`src/rtl/uart_apb_pkg.sv`:
```
// Shared types and defaults for the two-requester APB arbiter that fronts a uart_top.
package uart_apb_pkg;

  localparam int unsigned DEF_ADDR_W = 32;
  localparam int unsigned DEF_DATA_W = 32;

  typedef enum logic [1:0] {
    ST_IDLE   = 2'd0,
    ST_SETUP  = 2'd1,
    ST_ACCESS = 2'd2,
    ST_DONE   = 2'd3
  } apb_state_e;

  typedef struct packed {
    logic                      write;
    logic [DEF_ADDR_W-1:0]     addr;
    logic [DEF_DATA_W-1:0]     wdata;
    logic [DEF_DATA_W/8-1:0]   strb;
  } apb_req_t;

endpackage

```
`src/rtl/uart_apb_arbiter_if.sv`:
```
// Requester-side transaction port and APB bus port of the arbiter.
interface uart_apb_req_if
  import uart_apb_pkg::*;
#(
  parameter int unsigned ADDR_W = DEF_ADDR_W,
  parameter int unsigned DATA_W = DEF_DATA_W
);
  logic                  valid;
  logic                  write;
  logic [ADDR_W-1:0]     addr;
  logic [DATA_W-1:0]     wdata;
  logic [DATA_W/8-1:0]   strb;
  logic                  done;
  logic [DATA_W-1:0]     rdata;
  logic                  err;

  modport master (output valid, write, addr, wdata, strb, input done, rdata, err);
  modport slave  (input valid, write, addr, wdata, strb, output done, rdata, err);
endinterface

interface uart_apb_arbiter_if
  import uart_apb_pkg::*;
#(
  parameter int unsigned ADDR_W = DEF_ADDR_W,
  parameter int unsigned DATA_W = DEF_DATA_W
);
  logic                  psel;
  logic                  penable;
  logic                  pwrite;
  logic [ADDR_W-1:0]     paddr;
  logic [DATA_W-1:0]     pwdata;
  logic [DATA_W/8-1:0]   pstrb;
  logic [DATA_W-1:0]     prdata;
  logic                  pready;
  logic                  pslverr;

  modport master (output psel, penable, pwrite, paddr, pwdata, pstrb,
                  input prdata, pready, pslverr);
  modport slave  (input psel, penable, pwrite, paddr, pwdata, pstrb,
                  output prdata, pready, pslverr);
endinterface

```
`src/rtl/uart_apb_arbiter_rr_arb2.sv`:
```
// Two-way round-robin grant: on a tie the requester not granted last time wins.
module rr_arb2 (
  input  logic [1:0] req_i,
  input  logic       last_i,
  input  logic       en_i,
  output logic [1:0] gnt_o
);

  always_comb begin
    gnt_o = 2'b00;
    if (en_i) begin
      if (req_i == 2'b11) gnt_o = last_i ? 2'b01 : 2'b10;
      else                gnt_o = req_i;
    end
  end

endmodule

```
`src/rtl/uart_apb_arbiter.sv`:
```
// Shares one APB slave port between two requesters: round-robin grant,
// SETUP/ACCESS sequencing with wait-states, and a pready watchdog.
module uart_apb_arbiter
  import uart_apb_pkg::*;
#(
  parameter int unsigned ADDR_W  = DEF_ADDR_W,
  parameter int unsigned DATA_W  = DEF_DATA_W,
  parameter logic [15:0] TIMEOUT = 16'd256
) (
  input  logic                pclk,
  input  logic                preset_n,
  uart_apb_req_if.slave       req0,
  uart_apb_req_if.slave       req1,
  uart_apb_arbiter_if.master  apb
);

  localparam int unsigned STRB_W = DATA_W / 8;

  apb_state_e          state_q, state_d;
  logic                last_q, last_d;
  logic                win_q, win_d;
  logic                psel_q, psel_d;
  logic                penable_q, penable_d;
  logic                pwrite_q, pwrite_d;
  logic [ADDR_W-1:0]   paddr_q, paddr_d;
  logic [DATA_W-1:0]   pwdata_q, pwdata_d;
  logic [STRB_W-1:0]   pstrb_q, pstrb_d;
  logic [15:0]         wd_q, wd_d;
  logic                done0_q, done0_d, done1_q, done1_d;
  logic                err0_q, err0_d, err1_q, err1_d;
  logic [DATA_W-1:0]   rdata0_q, rdata0_d, rdata1_q, rdata1_d;

  logic [1:0]          gnt;
  logic                finish;
  logic [DATA_W-1:0]   cap_rdata;
  logic                cap_err;
  logic                sel_write;

  rr_arb2 u_arb (
    .req_i  ({req1.valid, req0.valid}),
    .last_i (last_q),
    .en_i   (state_q == ST_IDLE),
    .gnt_o  (gnt)
  );

  always_comb begin
    state_d   = state_q;
    last_d    = last_q;
    win_d     = win_q;
    psel_d    = psel_q;
    penable_d = penable_q;
    pwrite_d  = pwrite_q;
    paddr_d   = paddr_q;
    pwdata_d  = pwdata_q;
    pstrb_d   = pstrb_q;
    wd_d      = wd_q;
    done0_d   = 1'b0;
    done1_d   = 1'b0;
    rdata0_d  = rdata0_q;
    rdata1_d  = rdata1_q;
    err0_d    = err0_q;
    err1_d    = err1_q;
    finish    = 1'b0;
    cap_rdata = '0;
    cap_err   = 1'b0;
    sel_write = gnt[1] ? req1.write : req0.write;

    case (state_q)
      ST_IDLE: begin
        if (gnt != 2'b00) begin
          win_d    = gnt[1];
          last_d   = gnt[1];
          pwrite_d = sel_write;
          paddr_d  = gnt[1] ? req1.addr  : req0.addr;
          pwdata_d = gnt[1] ? req1.wdata : req0.wdata;
          pstrb_d  = sel_write ? (gnt[1] ? req1.strb : req0.strb) : '0;
          psel_d   = 1'b1;
          state_d  = ST_SETUP;
        end
      end
      ST_SETUP: begin
        penable_d = 1'b1;
        wd_d      = '0;
        state_d   = ST_ACCESS;
      end
      ST_ACCESS: begin
        // pready is checked first so a response on the expiry cycle still completes normally
        if (apb.pready) begin
          finish    = 1'b1;
          cap_rdata = pwrite_q ? '0 : apb.prdata;
          cap_err   = apb.pslverr;
        end else if ((TIMEOUT != 16'd0) && (wd_q == TIMEOUT - 16'd1)) begin
          finish    = 1'b1;
          cap_rdata = '0;
          cap_err   = 1'b1;
        end else begin
          wd_d = wd_q + 16'd1;
        end
      end
      ST_DONE: begin
        state_d = ST_IDLE;
      end
      default: begin
        state_d = ST_IDLE;
      end
    endcase

    if (finish) begin
      psel_d    = 1'b0;
      penable_d = 1'b0;
      state_d   = ST_DONE;
      if (win_q) begin
        done1_d  = 1'b1;
        rdata1_d = cap_rdata;
        err1_d   = cap_err;
      end else begin
        done0_d  = 1'b1;
        rdata0_d = cap_rdata;
        err0_d   = cap_err;
      end
    end
  end

  always_ff @(posedge pclk) begin
    if (!preset_n) begin
      state_q   <= ST_IDLE;
      last_q    <= 1'b1;
      win_q     <= 1'b0;
      psel_q    <= 1'b0;
      penable_q <= 1'b0;
      pwrite_q  <= 1'b0;
      paddr_q   <= '0;
      pwdata_q  <= '0;
      pstrb_q   <= '0;
      wd_q      <= '0;
      done0_q   <= 1'b0;
      done1_q   <= 1'b0;
      err0_q    <= 1'b0;
      err1_q    <= 1'b0;
      rdata0_q  <= '0;
      rdata1_q  <= '0;
    end else begin
      state_q   <= state_d;
      last_q    <= last_d;
      win_q     <= win_d;
      psel_q    <= psel_d;
      penable_q <= penable_d;
      pwrite_q  <= pwrite_d;
      paddr_q   <= paddr_d;
      pwdata_q  <= pwdata_d;
      pstrb_q   <= pstrb_d;
      wd_q      <= wd_d;
      done0_q   <= done0_d;
      done1_q   <= done1_d;
      err0_q    <= err0_d;
      err1_q    <= err1_d;
      rdata0_q  <= rdata0_d;
      rdata1_q  <= rdata1_d;
    end
  end

  assign apb.psel    = psel_q;
  assign apb.penable = penable_q;
  assign apb.pwrite  = pwrite_q;
  assign apb.paddr   = paddr_q;
  assign apb.pwdata  = pwdata_q;
  assign apb.pstrb   = pstrb_q;

  assign req0.done  = done0_q;
  assign req0.rdata = rdata0_q;
  assign req0.err   = err0_q;
  assign req1.done  = done1_q;
  assign req1.rdata = rdata1_q;
  assign req1.err   = err1_q;

endmodule
```
`src/flat_wrapper.sv`:
```
// flat-port wrapper written by rule: the top's interface ports become plain ports
module uart_apb_arbiter_flat import uart_apb_pkg::*;
#(
  parameter int unsigned ADDR_W  = DEF_ADDR_W,
  parameter int unsigned DATA_W  = DEF_DATA_W,
  parameter logic [15:0] TIMEOUT = 16'd256
)
  (pclk, preset_n, req0_valid, req0_write, req0_addr, req0_wdata, req0_strb, req0_done, req0_rdata, req0_err, req1_valid, req1_write, req1_addr, req1_wdata, req1_strb, req1_done, req1_rdata, req1_err, apb_psel, apb_penable, apb_pwrite, apb_paddr, apb_pwdata, apb_pstrb, apb_prdata, apb_pready, apb_pslverr);
  uart_apb_req_if #(.ADDR_W(ADDR_W), .DATA_W(DATA_W)) req0_i ();
  uart_apb_req_if #(.ADDR_W(ADDR_W), .DATA_W(DATA_W)) req1_i ();
  uart_apb_arbiter_if #(.ADDR_W(ADDR_W), .DATA_W(DATA_W)) apb_i ();
  input  logic pclk;
  input  logic preset_n;
  input wire logic [$bits(req0_i.valid)-1:0] req0_valid;
  input wire logic [$bits(req0_i.write)-1:0] req0_write;
  input wire logic [$bits(req0_i.addr)-1:0] req0_addr;
  input wire logic [$bits(req0_i.wdata)-1:0] req0_wdata;
  input wire logic [$bits(req0_i.strb)-1:0] req0_strb;
  output wire logic [$bits(req0_i.done)-1:0] req0_done;
  output wire logic [$bits(req0_i.rdata)-1:0] req0_rdata;
  output wire logic [$bits(req0_i.err)-1:0] req0_err;
  input wire logic [$bits(req1_i.valid)-1:0] req1_valid;
  input wire logic [$bits(req1_i.write)-1:0] req1_write;
  input wire logic [$bits(req1_i.addr)-1:0] req1_addr;
  input wire logic [$bits(req1_i.wdata)-1:0] req1_wdata;
  input wire logic [$bits(req1_i.strb)-1:0] req1_strb;
  output wire logic [$bits(req1_i.done)-1:0] req1_done;
  output wire logic [$bits(req1_i.rdata)-1:0] req1_rdata;
  output wire logic [$bits(req1_i.err)-1:0] req1_err;
  output wire logic [$bits(apb_i.psel)-1:0] apb_psel;
  output wire logic [$bits(apb_i.penable)-1:0] apb_penable;
  output wire logic [$bits(apb_i.pwrite)-1:0] apb_pwrite;
  output wire logic [$bits(apb_i.paddr)-1:0] apb_paddr;
  output wire logic [$bits(apb_i.pwdata)-1:0] apb_pwdata;
  output wire logic [$bits(apb_i.pstrb)-1:0] apb_pstrb;
  input wire logic [$bits(apb_i.prdata)-1:0] apb_prdata;
  input wire logic [$bits(apb_i.pready)-1:0] apb_pready;
  input wire logic [$bits(apb_i.pslverr)-1:0] apb_pslverr;
  assign req0_i.valid = req0_valid;
  assign req0_i.write = req0_write;
  assign req0_i.addr = req0_addr;
  assign req0_i.wdata = req0_wdata;
  assign req0_i.strb = req0_strb;
  assign req0_done = req0_i.done;
  assign req0_rdata = req0_i.rdata;
  assign req0_err = req0_i.err;
  assign req1_i.valid = req1_valid;
  assign req1_i.write = req1_write;
  assign req1_i.addr = req1_addr;
  assign req1_i.wdata = req1_wdata;
  assign req1_i.strb = req1_strb;
  assign req1_done = req1_i.done;
  assign req1_rdata = req1_i.rdata;
  assign req1_err = req1_i.err;
  assign apb_psel = apb_i.psel;
  assign apb_penable = apb_i.penable;
  assign apb_pwrite = apb_i.pwrite;
  assign apb_paddr = apb_i.paddr;
  assign apb_pwdata = apb_i.pwdata;
  assign apb_pstrb = apb_i.pstrb;
  assign apb_i.prdata = apb_prdata;
  assign apb_i.pready = apb_pready;
  assign apb_i.pslverr = apb_pslverr;
  uart_apb_arbiter #(.ADDR_W(ADDR_W), .DATA_W(DATA_W), .TIMEOUT(TIMEOUT)) u_core (.pclk(pclk), .preset_n(preset_n), .req0(req0_i), .req1(req1_i), .apb(apb_i));
endmodule
```
`config.mk`:
```
export PLATFORM = sky130hd
export DESIGN_NAME = uart_apb_arbiter_flat
export DESIGN_NICKNAME = d
export VERILOG_FILES = /design/src/rtl/uart_apb_pkg.sv /design/src/rtl/uart_apb_arbiter_if.sv /design/src/rtl/uart_apb_arbiter_rr_arb2.sv /design/src/rtl/uart_apb_arbiter.sv /design/src/flat_wrapper.sv
export SDC_FILE = /design/constraint.sdc
export NUM_CORES = 1
export LEC_CHECK = 0
export BUFFER_PORTS_ARGS = -buffer_cell sky130_fd_sc_hd__buf_2
export CAP_MARGIN = 5
export CORE_MARGIN = 2
export CORE_UTILIZATION = 45
export DETAILED_ROUTE_END_ITERATION = 8
export PLACE_DENSITY = 0.79
export SYNTH_ARGS = -nofsm -noshare
export SYNTH_HDL_FRONTEND = slang
export SYNTH_HIERARCHICAL = 1
export SYNTH_SLANG_ARGS = --single-unit
```
`constraint.sdc`:
```
create_clock -name pclk -period 2.8 [get_ports pclk]
set_input_delay 0.28 -clock pclk [delete_from_list [all_inputs] [get_ports pclk]]
set_output_delay 0.28 -clock pclk [all_outputs]
set_load 0.03 [all_outputs]
```
==> results by stage <==
CTS:
- The total number of H-tree levels is 4.
- The clock slew at the register clock pins of the worst setup and hold paths is about 0.07 ns.
- TritonCTS built the clock tree.
- The hold buffer count at cts is 0.
- Clock tree synthesis inserted a total of 17 buffers.
- After clock tree synthesis, the setup repair step added 0 buffers.
- Once the clock tree was built, the resizer swapped 0 gates to a different size.
- The clock passes through at most 2 buffers.
- The insertion delay of the later-clocked pin in the worst-skew pair is between 0.4 and 0.5 ns.
- The clock net in this run drives a total of between 150 and 200 sinks.
- CTS placed an instance of sky130_fd_sc_hd__clkbuf_16 at the clock tree root.

Cells and area:
- The final cell area excluding filler cells is between 8000 and 9000 sq um.
- The final net count is approximately 1.1k.
- At the end of the flow the core is filled with cells to a little over three fifths.
- The final standard cell count with taps included and fillers excluded is ~1.1k.
- The layout cell share with drive strength beyond 1 is between 40% and 50%.
- Relative to the synthesized area, the layout overhead comes to 36.8%.
- The filler cells instantiated in the layout total about 1.2k.

Power:
- The logic gate share of total power is about a third.
- The ratio of total power to cell area is 898 nW/um^2.
- The share of total power dissipated in the clock network is 28.5%.
- The internal power is 4.79 mW.
- For this design the total switching power over the nets is just under 3 mW.
- The worst IR drop on VDD is roughly 700 uV.
- The static leakage power is 3.80 nW.
- The sequential cell fraction of total power is 37.0%.
- Net switching is about two fifths of the power.

Yosys:
- Yosys mapped the design onto 39 distinct sky130hd cell types.
- In the post-synthesis netlist, the cell with the most instances is sky130_fd_sc_hd__dfxtp_1.
- During synthesis, Yosys emitted a total of 6 warnings.
- The number of nets handed over by synthesis was between 700 and 800.
- The synthesized instance count is between 600 and 700.
- The top cell type by total area after synthesis is sky130_fd_sc_hd__dfxtp_1.
- Each instance of the synthesized netlist takes up on average roughly 10 sq um.
- Summing every instance area after synthesis gives 6300 sq um.
- The fraction of synthesis flops using an asynchronous set or reset pin is 0%.
- The sequential cell area fraction in the yosys report is between 50% and 60%.
- Of the post-synthesis cell area, the dominant cell type holds 50.5%.
- Sorting the synthesized cells by area gives the leading types as sky130_fd_sc_hd__dfxtp_1 51%, sky130_fd_sc_hd__mux2i_1 10%, sky130_fd_sc_hd__a32o_1 10%.
- Counting flops with a built-in enable in the synthesized netlist gives 0.
- The flip-flop cell with the highest count after synthesis is sky130_fd_sc_hd__dfxtp_1.
- Counting flops and latches in the post-synthesis netlist gives around 160.
- By count the netlist is led by 159 x sky130_fd_sc_hd__dfxtp_1, 78 x sky130_fd_sc_hd__nor2_1, 69 x sky130_fd_sc_hd__a211oi_1, 66 x sky130_fd_sc_hd__mux2i_1, 64 x sky130_fd_sc_hd__a32o_1.

STA:
- Measured against its own limit, the worst slew margin works out to between 60% and 70%.
- The transition time of the tightest slew-check pin is just under 0.6 ns.
- Adding up every negative setup slack in the final design gives 0 ns.
- The count of final hold-check violations is 0.
- The max-slew violation count came to 0.
- The clock tree skew after final layout is 0.00891 ns.
- Setup repair after global routing left no endpoint under its margin.
- Counting I/O delays and the setup requirement, the final critical path takes 2.24 ns.
- Based on the critical path, the design can be clocked at up to ~0.45 GHz.
- Setup violations remaining at the end of the flow were counted as 0.
- Of the available clock period, the critical path in the final layout requires between 80% and 90%.

Global route:
- The number of global-route vias before repair came to approximately 5.8k.
- Global routing consumed, over all layers together, 24.5% of the routing resources.
- The total overflow reported by the global router is 0.
- The initial antenna violation count is 4.
- The first global-routing pass estimated 28.5 mm of wire.
- Entering global routing, the biggest net connects slightly below 80 pins.

Routing:
- The number of routed nets with antenna violations is 0.
- The first detailed-routing pass took 5 iterations.
- In this run, the number of DRC markers left after iteration 0 of detailed routing was 332.
- Dividing the detail-routed via count by the number of cells gives ~5.5.
- The via total after detailed routing is between 6k and 7k.
- The total wire length after detailed routing is approximately 19 mm.
- The DRC violations left is 0.
- After detailed routing, the average wire length per cell comes to between 15 and 20 um.

Placed design:
- Once detailed placement completed, the half-perimeter wirelength came to approximately 13 mm.
- The last weighted congestion value of the routability-driven placer is just under 0.9.
- The number of placed instances, taps included, is between 1k and 1.5k.
- The number of I/O port buffers is approximately 310.
- In this run the cell area measured after placement is roughly 8000 sq um.

Floorplan:
- From bottom edge to top edge, the die measures around 120 um.
- The die outline area is approximately 15000 sq um.
- The core region is around 14000 sq um.
- The effective utilization at floorplan is between 40% and 50%.
- From left edge to right edge, the die measures between 100 and 150 um.
- The floorplan has between 40 and 50 rows.
- During I/O placement, the number of pins put on the boundary was about 320.

Flow run:
- The number of max-capacitance violations reported is 0.

Worst hold path:
- The path class of the tightest hold or removal check is in2reg.

Setup path:
- The signal on the critical path passes through ha_1 > nand4_1 > o41ai_4 > a31oi_2 > buf_4 > a32o_1.
- The category of the worst setup path capture point is a flip-flop.
- The data required time at the worst endpoint is a little over 3 ns.
- The highest fanout seen on the critical path is 32.
- The category of the most critical setup path is reg2reg.
- The slowest cell on the critical path is sky130_fd_sc_hd__o41ai_4.
- The signal arrival time at the worst endpoint is ~2.6 ns.
- The largest single stage delay on the critical path is 0.58 ns.
- The sort of element at the start of the critical path is a flip-flop.

Outcome:
- The run finished with clean final reports.
==> area by class of cell <==
type	instances	area [sq um]	area share, %
diodes	4	10.0	0.116
clock buffers	20	457	5.30
clock inverters	11	108	1.25
inverters	5	18.8	0.218
multi-input cells	397	2930	34.0
flip-flops and latches	159	3180	36.9
well taps	180	225	2.61
repair buffers	326	1690	19.6
==> per-layer routing <==
metal / GRT usage (%) / vias to the layer above / wire (um)
met5: 0 / - / 0
met4: 8.48 / 0 / 386
met3: 10.4 / 31 / 1560
met2: 41.5 / 231 / 9520
met1: 27.8 / 2841 / 7340
li1: - / 2975 / -
==> power by group through the flow <==
stage	registers (mW)	clock network, mW	logic [mW]
after floorplan	3.66	0	1.11
after global placement	2.90	0	2.63
after detailed placement	2.91	0	2.66
after CTS	2.87	2.23	2.67
after global routing	2.92	2.34	2.88
final	2.87	2.20	2.67
==> path summary, 6_finish.rpt <==
kind,start,end,slack (ns),depth (start not counted)
worst max-delay path,u_core/wd_q[0],u_core/req1.rdata[31],0.56,6
worst min-delay path,apb_prdata[17],u_core/req1.rdata[17],0.11,2
worst max register to register,u_core/wd_q[0],u_core/req1.rdata[31],0.56,6
worst min register to register,u_core/req1.err,u_core/req1.err,0.45,2
==> state kept, by name, summed over array words and instances (netlist names) <==
signal	cells
u_core/apb.paddr	32
u_core/apb.penable	1
u_core/apb.psel	1
u_core/apb.pstrb	4
u_core/apb.pwdata	32
u_core/apb.pwrite	1
u_core/last_q	1
u_core/req0.done	1
u_core/req0.err	1
u_core/req0.rdata	32
u_core/req1.done	1
u_core/req1.err	1
u_core/req1.rdata	32
u_core/state_q	2
u_core/wd_q	16
u_core/win_q	1
==> kinds of logic after synthesis <==
group	share of synthesized area, %
mux	10.5
buf+inv	3.59
fa+ha+maj	0.198
compound gates	23.7
flops	50.5
simple gates	11.5
==> stage by stage <==
step | setup slack (ns) | total power [mW] | hold WS, ns
after floorplan | 0.738 | 4.77 | 0.430
after global placement | 0.652 | 5.54 | 0.431
after detailed placement | 0.608 | 5.57 | 0.445
after CTS | 0.549 | 7.78 | 0.0989
after global routing | 0.384 | 8.14 | 0.0903
final | 0.560 | 7.74 | 0.113
==> layout by cell type (no fill, tap or decap), types with 10 or more instances in the layout <==
master	synthesis	layout
sky130_fd_sc_hd__mux2i_1	66	66
sky130_fd_sc_hd__dfxtp_1	159	159
sky130_fd_sc_hd__clkbuf_16	0	17
sky130_fd_sc_hd__nand3_1	13	13
sky130_fd_sc_hd__buf_2	7	314
sky130_fd_sc_hd__buf_4	0	10
sky130_fd_sc_hd__a211oi_1	69	69
sky130_fd_sc_hd__a21oi_1	20	18
sky130_fd_sc_hd__nor2_1	78	75
sky130_fd_sc_hd__nand2_1	18	18
sky130_fd_sc_hd__a32o_1	64	64
==> worst max-delay path, delay by kind of cell, from the launching register on <==
kind            cells  cell delay, ns
compound gates      3            0.96
flops               1            0.38
simple gates        1            0.29
buf+inv             1            0.26
fa+ha+maj           1            0.24
Power figures use the tool's default switching activity.
